===== src/rtl/l2_sink_d.sv =====
// l2_sink_d: memory-side D-channel receiver.
// Assembles response beats into lines and strobes the owning MSHR.
`ifndef OP_BITS
`define OP_BITS 3
`endif
`ifndef SOURCE_BITS
`define SOURCE_BITS 4
`endif
`ifndef DATA_BITS
`define DATA_BITS 128
`endif

module l2_sink_d #(
  parameter int MSHRS      = 4,
  parameter int IDX_BITS   = 2,
  parameter int BEATS      = 4,
  parameter int ACK_OP     = 0,
  parameter int ACKDATA_OP = 1,
  parameter int BEAT_BITS  = `DATA_BITS / BEATS
) (
  input  logic                    clk,
  input  logic                    rst_n,
  input  logic                    mem_d_valid_i,
  output logic                    mem_d_ready_o,
  input  logic [`OP_BITS-1:0]     mem_d_opcode_i,
  input  logic [`SOURCE_BITS-1:0] mem_d_source_i,
  input  logic [BEAT_BITS-1:0]    mem_d_data_i,
  input  logic [MSHRS-1:0]        mshr_valid_i,
  output logic [MSHRS-1:0]        sinked_valid_o,
  output logic [`OP_BITS-1:0]     sinked_opcode_o,
  output logic [`SOURCE_BITS-1:0] sinked_source_o,
  output logic [`DATA_BITS-1:0]   sinked_data_o,
  output logic                    err_o,
  input  logic                    err_clr_i
);

  localparam int CNT_W = (BEATS > 1) ? $clog2(BEATS) : 1;
  localparam int OPW   = `OP_BITS;
  localparam int SRCW  = `SOURCE_BITS;
  localparam int DW    = `DATA_BITS;

  typedef enum logic {
    IDLE,
    COLLECT
  } state_e;

  state_e           state_q, state_d;
  logic [CNT_W-1:0] cnt_q, cnt_d;
  logic [DW-1:0]    line_q, line_d;
  logic [OPW-1:0]   op_q, op_d;
  logic [SRCW-1:0]  src_q, src_d;
  logic [MSHRS-1:0] sv_q, sv_d;
  logic [OPW-1:0]   sop_q, sop_d;
  logic [SRCW-1:0]  ssrc_q, ssrc_d;
  logic [DW-1:0]    sdata_q, sdata_d;
  logic             err_q, err_d;

  logic             acc;
  logic             is_ack;
  logic             is_ackd;
  logic             match;
  logic             last;
  logic             dlv;
  logic             dlv_ok;
  logic             err_set;
  logic [OPW-1:0]   dlv_op;
  logic [SRCW-1:0]  dlv_src;
  logic [DW-1:0]    dlv_data;
  logic [DW-1:0]    line_n;

  // No backpressure on the sinked path: accept whenever out of reset.
  assign mem_d_ready_o = rst_n;
  assign acc     = mem_d_valid_i & mem_d_ready_o;
  assign is_ack  = (mem_d_opcode_i == OPW'(ACK_OP));
  assign is_ackd = (mem_d_opcode_i == OPW'(ACKDATA_OP));
  assign match   = (mem_d_opcode_i == op_q) &&
                   (mem_d_source_i == src_q);
  assign last    = (cnt_q == CNT_W'(BEATS - 1));

  // Beat assembly, state transitions and delivery decision.
  always_comb begin
    state_d  = state_q;
    cnt_d    = cnt_q;
    line_d   = line_q;
    op_d     = op_q;
    src_d    = src_q;
    sv_d     = '0;
    sop_d    = sop_q;
    ssrc_d   = ssrc_q;
    sdata_d  = sdata_q;
    err_set  = 1'b0;
    dlv      = 1'b0;
    dlv_ok   = 1'b0;
    dlv_op   = mem_d_opcode_i;
    dlv_src  = mem_d_source_i;
    dlv_data = '0;
    line_n   = line_q;
    for (int b = 0; b < BEATS; b++) begin
      if (cnt_q == CNT_W'(b)) begin
        line_n[b*BEAT_BITS +: BEAT_BITS] = mem_d_data_i;
      end
    end
    unique case (state_q)
      IDLE: begin
        if (acc) begin
          unique case (1'b1)
            is_ack: begin
              dlv = 1'b1;
            end
            is_ackd: begin
              if (BEATS == 1) begin
                dlv = 1'b1;
                dlv_data[BEAT_BITS-1:0] = mem_d_data_i;
              end else begin
                op_d    = mem_d_opcode_i;
                src_d   = mem_d_source_i;
                line_d  = '0;
                line_d[BEAT_BITS-1:0] = mem_d_data_i;
                cnt_d   = CNT_W'(1);
                state_d = COLLECT;
              end
            end
            default: begin
              err_set = 1'b1;
            end
          endcase
        end
      end
      COLLECT: begin
        if (acc) begin
          if (match) begin
            line_d = line_n;
            if (last) begin
              dlv      = 1'b1;
              dlv_op   = op_q;
              dlv_src  = src_q;
              dlv_data = line_n;
              cnt_d    = '0;
              state_d  = IDLE;
            end else begin
              cnt_d = cnt_q + CNT_W'(1);
            end
          end else begin
            err_set = 1'b1;
            cnt_d   = '0;
            state_d = IDLE;
          end
        end
      end
      default: begin
        state_d = IDLE;
        cnt_d   = '0;
      end
    endcase
    if (dlv) begin
      for (int i = 0; i < MSHRS; i++) begin
        if (dlv_src[IDX_BITS-1:0] == IDX_BITS'(i) &&
            mshr_valid_i[i]) begin
          dlv_ok  = 1'b1;
          sv_d[i] = 1'b1;
        end
      end
      if (dlv_ok) begin
        sop_d   = dlv_op;
        ssrc_d  = dlv_src;
        sdata_d = dlv_data;
      end else begin
        err_set = 1'b1;
      end
    end
    err_d = err_set ? 1'b1 : (err_clr_i ? 1'b0 : err_q);
  end

  // State, line buffer and output registers.
  always_ff @(posedge clk or negedge rst_n) begin
    if (!rst_n) begin
      state_q <= IDLE;
      cnt_q   <= '0;
      line_q  <= '0;
      op_q    <= '0;
      src_q   <= '0;
      sv_q    <= '0;
      sop_q   <= '0;
      ssrc_q  <= '0;
      sdata_q <= '0;
      err_q   <= 1'b0;
    end else begin
      state_q <= state_d;
      cnt_q   <= cnt_d;
      line_q  <= line_d;
      op_q    <= op_d;
      src_q   <= src_d;
      sv_q    <= sv_d;
      sop_q   <= sop_d;
      ssrc_q  <= ssrc_d;
      sdata_q <= sdata_d;
      err_q   <= err_d;
    end
  end

  assign sinked_valid_o  = sv_q;
  assign sinked_opcode_o = sop_q;
  assign sinked_source_o = ssrc_q;
  assign sinked_data_o   = sdata_q;
  assign err_o           = err_q;

endmodule


===== config.mk =====
export PLATFORM = sky130hd
export DESIGN_NAME = l2_sink_d
export DESIGN_NICKNAME = d
export VERILOG_FILES = /design/src/rtl/l2_sink_d.sv
export SDC_FILE = /design/constraint.sdc
export NUM_CORES = 1
export LEC_CHECK = 0
export CELL_PAD_IN_SITES_DETAIL_PLACEMENT = 1
export CELL_PAD_IN_SITES_GLOBAL_PLACEMENT = 2
export CORE_MARGIN = 8
export CORE_UTILIZATION = 35
export DETAILED_ROUTE_END_ITERATION = 10
export PLACE_DENSITY_LB_ADDON = 0.2
export SYNTH_ARGS = -nofsm -noshare
export SYNTH_HDL_FRONTEND = slang
export SYNTH_SLANG_ARGS = --single-unit

===== constraint.sdc =====
create_clock -name clk -period 2.3 [get_ports clk]
set_input_delay 0.23 -clock clk [delete_from_list [all_inputs] [get_ports clk]]
set_output_delay 0.23 -clock clk [all_outputs]
set_load 0.03 [all_outputs]

**Yosys cells after proc, flatten, opt, wreduce, memory -nomap -nowiden**

Index checks and enable logic that the tools add are counted.

- Bits in registers: 278
- Input bits: 47
- Output and inout port bits: 141
- Word-level logic and storage cells: 97

- Add/subtract/negate cells: 1
- Equal/unequal tests: 13
- Mux-type cells: 57
- Bitwise gates (word level): 2
- Reduce and logical (&&, ||, !) cells: 14

Operators by type and width:

| cell | number |
|---|---|
| $mux W128 | 8 |
| $pmux W128 S2 | 1 |
| $mux W32 | 4 |
| $mux W1 | 26 |
| $mux W4 | 5 |
| $mux W3 | 4 |
| $mux W2 | 5 |
| $eq A2 B2 Y1 const B | 4 |
| $pmux W1 S2 | 3 |
| $reduce_and A3 Y1 | 2 |
| $logic_and A1 B1 Y1 | 5 |
| $eq A2 B1 Y1 const B | 2 |
| $eq A4 B4 Y1 | 1 |
| $logic_not A2 Y1 | 2 |
| $ne A2 B1 Y1 const B | 2 |
| $ne A2 B2 Y1 const B | 2 |
| $pmux W2 S2 | 1 |
| $reduce_and A4 Y1 | 1 |
| $eq A3 B1 Y1 const B | 1 |
| $eq A3 B3 Y1 | 1 |
| $logic_not A3 Y1 | 1 |
| $add A2 B1 Y2 const B | 1 |
| $reduce_and A2 Y1 | 1 |
| $reduce_bool A2 Y1 | 1 |
| other kinds (3) | 3 |

**Depth between registers and ports, before layout**

Gate-level depths: netlist of the first run.

- Depth after elaboration: 15
- Mapped depth: 9
- Mapped depth without buffers: 6

**Worst setup path before layout of the first run**

OpenSTA, ideal clock, no wires.

- Kind: in2reg
- From: in mem_d_source_i[0]
- To: reg ssrc_q[0] (netlist: sinked_source_o[0])
- Setup time: 125 ps
- Arrival: 1,947 ps
- Required time: 2,175 ps
- Setup slack: 229 ps
- Stages: 6
- Buffers on the path: 2
- Path through: buf_2 mux4_2 and4_1 a41oi_2 buf_4 mux2_2

- Word-level cells in the longest chain between the ends: 13
- Elaborated cells on any way between the ends: 23

Ends and longest elaborated chain:

| what | RTL line | text |
|---|---|---|
| start: declaration | 26 | `` input logic [`SOURCE_BITS-1:0] mem_d_source_i, `` |
| $eq A4 B4 Y1 | 77 | `(mem_d_source_i == src_q);` |
| $logic_and A1 B1 Y1 | 76 | `assign match = (mem_d_opcode_i == op_q) &&` |
| $mux W4 | 131 | `if (match) begin` |
| $mux W4 | 130 | `if (acc) begin` |
| $mux W4 | 103 | `unique case (state_q)` |
| $logic_not A2 Y1 | 157 | `if (dlv_src[IDX_BITS-1:0] == IDX_BITS'(i) &&` |
| $logic_and A1 B1 Y1 | 157 |  |
| $mux W1 (4 in series) | 157 |  |
| $mux W1 | 155 | `if (dlv) begin` |
| $reduce_and A2 Y1 (no source line) | -- |  |
| end signal: assignment | 195 | `ssrc_q <= ssrc_d;` |
| end: declaration | 54 | `logic [SRCW-1:0] ssrc_q, ssrc_d;` |

Parallel ways exist; a longest one is shown, timed or not. The select of a mux whose other input is x is not followed.
A chain may end at the register's enable or synchronous reset.

**Worst setup path after layout of the first run**

- From: reg cnt_q[0]
- To: reg sdata_q[100] (netlist: sinked_data_o[100])

- Word-level cells in the longest chain between the ends: 13
- Elaborated cells on any way between the ends: 28

Ends and longest elaborated chain:

| what | RTL line | text |
|---|---|---|
| start: declaration | 48 | `logic [CNT_W-1:0] cnt_q, cnt_d;` |
| start signal: assignment | 189 | `cnt_q <= cnt_d;` |
| $eq A2 B2 Y1 * | 78, 99 |  |
| $mux W4 | 133 | `if (last) begin` |
| $mux W4 | 131 |  |
| $mux W4 | 130 |  |
| $mux W4 | 103 |  |
| $logic_not A2 Y1 | 157 |  |
| $logic_and A1 B1 Y1 | 157 |  |
| $mux W1 (4 in series) | 157 |  |
| $mux W1 | 155 |  |
| $reduce_and A2 Y1 (no source line) | -- |  |
| end signal: assignment | 196 | `sdata_q <= sdata_d;` |
| end: declaration | 55 | `logic [DW-1:0] sdata_q, sdata_d;` |

Every way passes the cells marked *; elsewhere a longest branch is shown, timed or not. The select of a mux whose other input is x is not followed.

==> impl_metrics.env, run 1 <==
export IMPL_slew_violations=0
export IMPL_skew_ns=0.0161
export IMPL_syn_nets=1205
export IMPL_worstSkewPairLatency_ns=0.51
export IMPL_synth_edf_count=0
export IMPL_dieArea_um2=41500
export IMPL_wl_per_cell_um=20.9
export IMPL_period_needed_ns=2.10
export IMPL_post_synth_top_count_cell="nand2_1"
export IMPL_async_flop_share=1.00
export IMPL_end_kind="flop"
export IMPL_rows=68
export IMPL_htreeDepth=2
export IMPL_die_w_um=204
export IMPL_grt_pass1_wl_um=60900
export IMPL_synth_top_family_by_area="multiplexers"
export IMPL_synth_fa_ha_area_frac=0.00406
export IMPL_yosysTopAreaCell="dfrtp_1"
export IMPL_fin_setup_tns_ns=0
export IMPL_viasPerCell=5.06
export IMPL_dp_cells=1751
export IMPL_routed_wirelength_um=38000
export IMPL_synth_cells=1154
export IMPL_synth_common_cells="nand2_1 (292), dfrtp_1 (278), mux2_2 (136)"
export IMPL_netlist_top_cells_area="dfrtp_1 (56%), mux2_2 (12%), nand2_1 (8.9%), o31ai_1 (5.8%), o21ai_0 (5.4%)"
export IMPL_tightest_slew_ns=0.789
export IMPL_drtIter0Drc=382
export IMPL_synth_compound_area_share=0.118
export IMPL_status="complete, no violations"
export IMPL_placed_cell_area_um2=15100
export IMPL_ys_seq_area_frac=0.564
export IMPL_stdcell_area_um2=16300
export IMPL_synthXorXnorAreaFrac=0.00497
export IMPL_start_util=0.356
export IMPL_grt_max_degree=110
export IMPL_power_mw=12.2
export IMPL_antenna_found_initial=0
export IMPL_portBuffers=187
export IMPL_cts_tree="built"
export IMPL_synth_ff_type="dfrtp_1"
export IMPL_fp_coreArea_um2=34600
export IMPL_criticalPathCategory="flop to flop"
export IMPL_drv_cap=0
export IMPL_timing_final_crit_share=0.914
export IMPL_synthSimpleGateAreaFrac=0.120
export IMPL_cts_buffers=35
export IMPL_grt_overflow_total=0
export IMPL_drc=0
export IMPL_drive_above_1_share=0.193
export IMPL_dp_hpwl_um=25300
export IMPL_p_leak_nw=6.97
export IMPL_ios=188
export IMPL_diodes=0
export IMPL_die_h_um=204
export IMPL_synth_cell_types=43
export IMPL_finalSetupViolCount=0
export IMPL_crit_fanout=29
export IMPL_rsz0062_at_grt="no"
export IMPL_min_path_type="input pin to flop"
export IMPL_ant_nets=0
export IMPL_syn_to_final_growth_pct=32.2
export IMPL_cp_arrival_ns=2.50
export IMPL_clockBufferDepth=3
export IMPL_drt_first_pass_iters=4
export IMPL_synthMuxAreaShare=0.152
export IMPL_vdd_ir_drop_max_mv=0.466
export IMPL_cp_start_kind="flop"
export IMPL_synth_warnings=0
export IMPL_finalHoldViolations=0
export IMPL_ys_ff_latch=278
export IMPL_fin_nets=1392
export IMPL_clk_pin_slew_worst_paths_ns=0.06
export IMPL_synth_top_cell_area_share=0.564
export IMPL_slew_limit_headroom=0.474
export IMPL_cts_root_buffer="clkbuf_16"
export IMPL_final_cells=1821
export IMPL_synthesis_area_um2=12300
export IMPL_cts_sinks=278
export IMPL_syn_area_per_cell_um2=10.7
export IMPL_power_density_nw_per_um2=748
export IMPL_grt_pass1_vias=10100
export IMPL_gp_congestion=0.735
export IMPL_track_usage=0.184
export IMPL_cp_required_ns=2.70
export IMPL_r2r_slack_ns=0.20
export IMPL_vias=9222
export IMPL_postCtsSetupBuffers=0
export IMPL_timing_fmax_ghz=0.476
## stage by stage
step	setup WS, ns	utilization	hold slack, ns
after detailed placement	-0.196	0.435	0.0932
after CTS	0.177	0.471	0.0846
after floorplan	0.229	-	-0.0656
after global placement	-0.156	0.435	0.0918
final	0.198	0.471	0.121
after global routing	0.0658	0.471	0.108
## flip-flops by register name, summed over array words and instances, names as in the netlist
| signal | cells |
|---|---|
| err_o | 1 |
| state_q | 1 |
| cnt_q | 2 |
| sinked_opcode_o | 3 |
| sinked_data_o | 128 |
| src_q | 4 |
| line_q | 128 |
| sinked_valid_o | 4 |
| sinked_source_o | 4 |
| op_q | 3 |
## cells in the final DEF, fill, tap and decap left out, drive strengths merged, types with 4 or more instances in the layout
master         instances
nand3                 39
xor2                   5
nand2                292
o31ai                 96
mux2i                 32
clkbuf                51
dfrtp                278
o21ai                132
mux2                 136
buf                   57
clkinv                 7
clkdlybuf4s50        186
ha                     4
inv                   10
## cell families after synthesis
family | count (synthesis)
and+or+nand+nor | 357
AOI/OAI and AO/OA | 237
DFF | 278
xor gates and xnor gates | 7
adders and majority gates | 4
buffers and inverters | 102
muxes | 169
## path summary, 6_finish.rpt
kind / startpoint / endpoint / cells after the start
worst min-delay path: rst_n / cnt_q[0] / 3
worst max-delay path: cnt_q[0] / sinked_data_o[100] / 8
max in group asynchronous: rst_n / line_q[61] / 3
worst max register to register: cnt_q[0] / sinked_data_o[100] / 8
min in group asynchronous: rst_n / sinked_data_o[43] / 6
worst min register to register: sinked_data_o[62] / sinked_data_o[62] / 2
## area by class of cell
cell class              count  area, um2
inverters                   6       22.5
flip-flops and latches    278       6960
clock inverters            11       70.1
well taps                 455        569
fillers                  3702      18300
clock buffers              51       1040
repair buffers            246       2670
multi-input cells         774       4970
## power by group
group          total (mW)  internal [mW]  leakage [nW]  switching, mW
Clock                5.29           3.13         0.556           2.16
Sequential           5.24           5.12          3.81          0.123
Combinational        1.66          0.806          2.61          0.850
## critical path: stages, from the launching register on
cell     delay, ns
dfrtp_1       0.44
ha_2          0.24
nand3_1       0.10
nor3_1        0.22
buf_4         0.16
a41oi_4       0.16
buf_12        0.20
buf_12        0.16
o31ai_1       0.29
## per-layer routing
metal / global-route usage / vias to the layer above / share of wire
met5: 0 / - / 0
met2: 0.287 / 150 / 0.45
li1: - / 4397 / -
met4: 0.0394 / 0 / 0.017
met3: 0.0355 / 44 / 0.052
met1: 0.263 / 4631 / 0.48
## timing repair
action / 4_1_cts / 5_1_grt
endpoints found under the hold margin: 25 / 0
gates resized for setup: 0 / 0
hold buffers: 8 / 0
Note: power is estimated with default switching activity, not from simulation.
==> inputs of run 2 (changes only) <==
SKIP_LAST_GASP = 1   (was default)
==> results of run 2 <==
Final layout, timing and power as in run 1 (identical DEF).
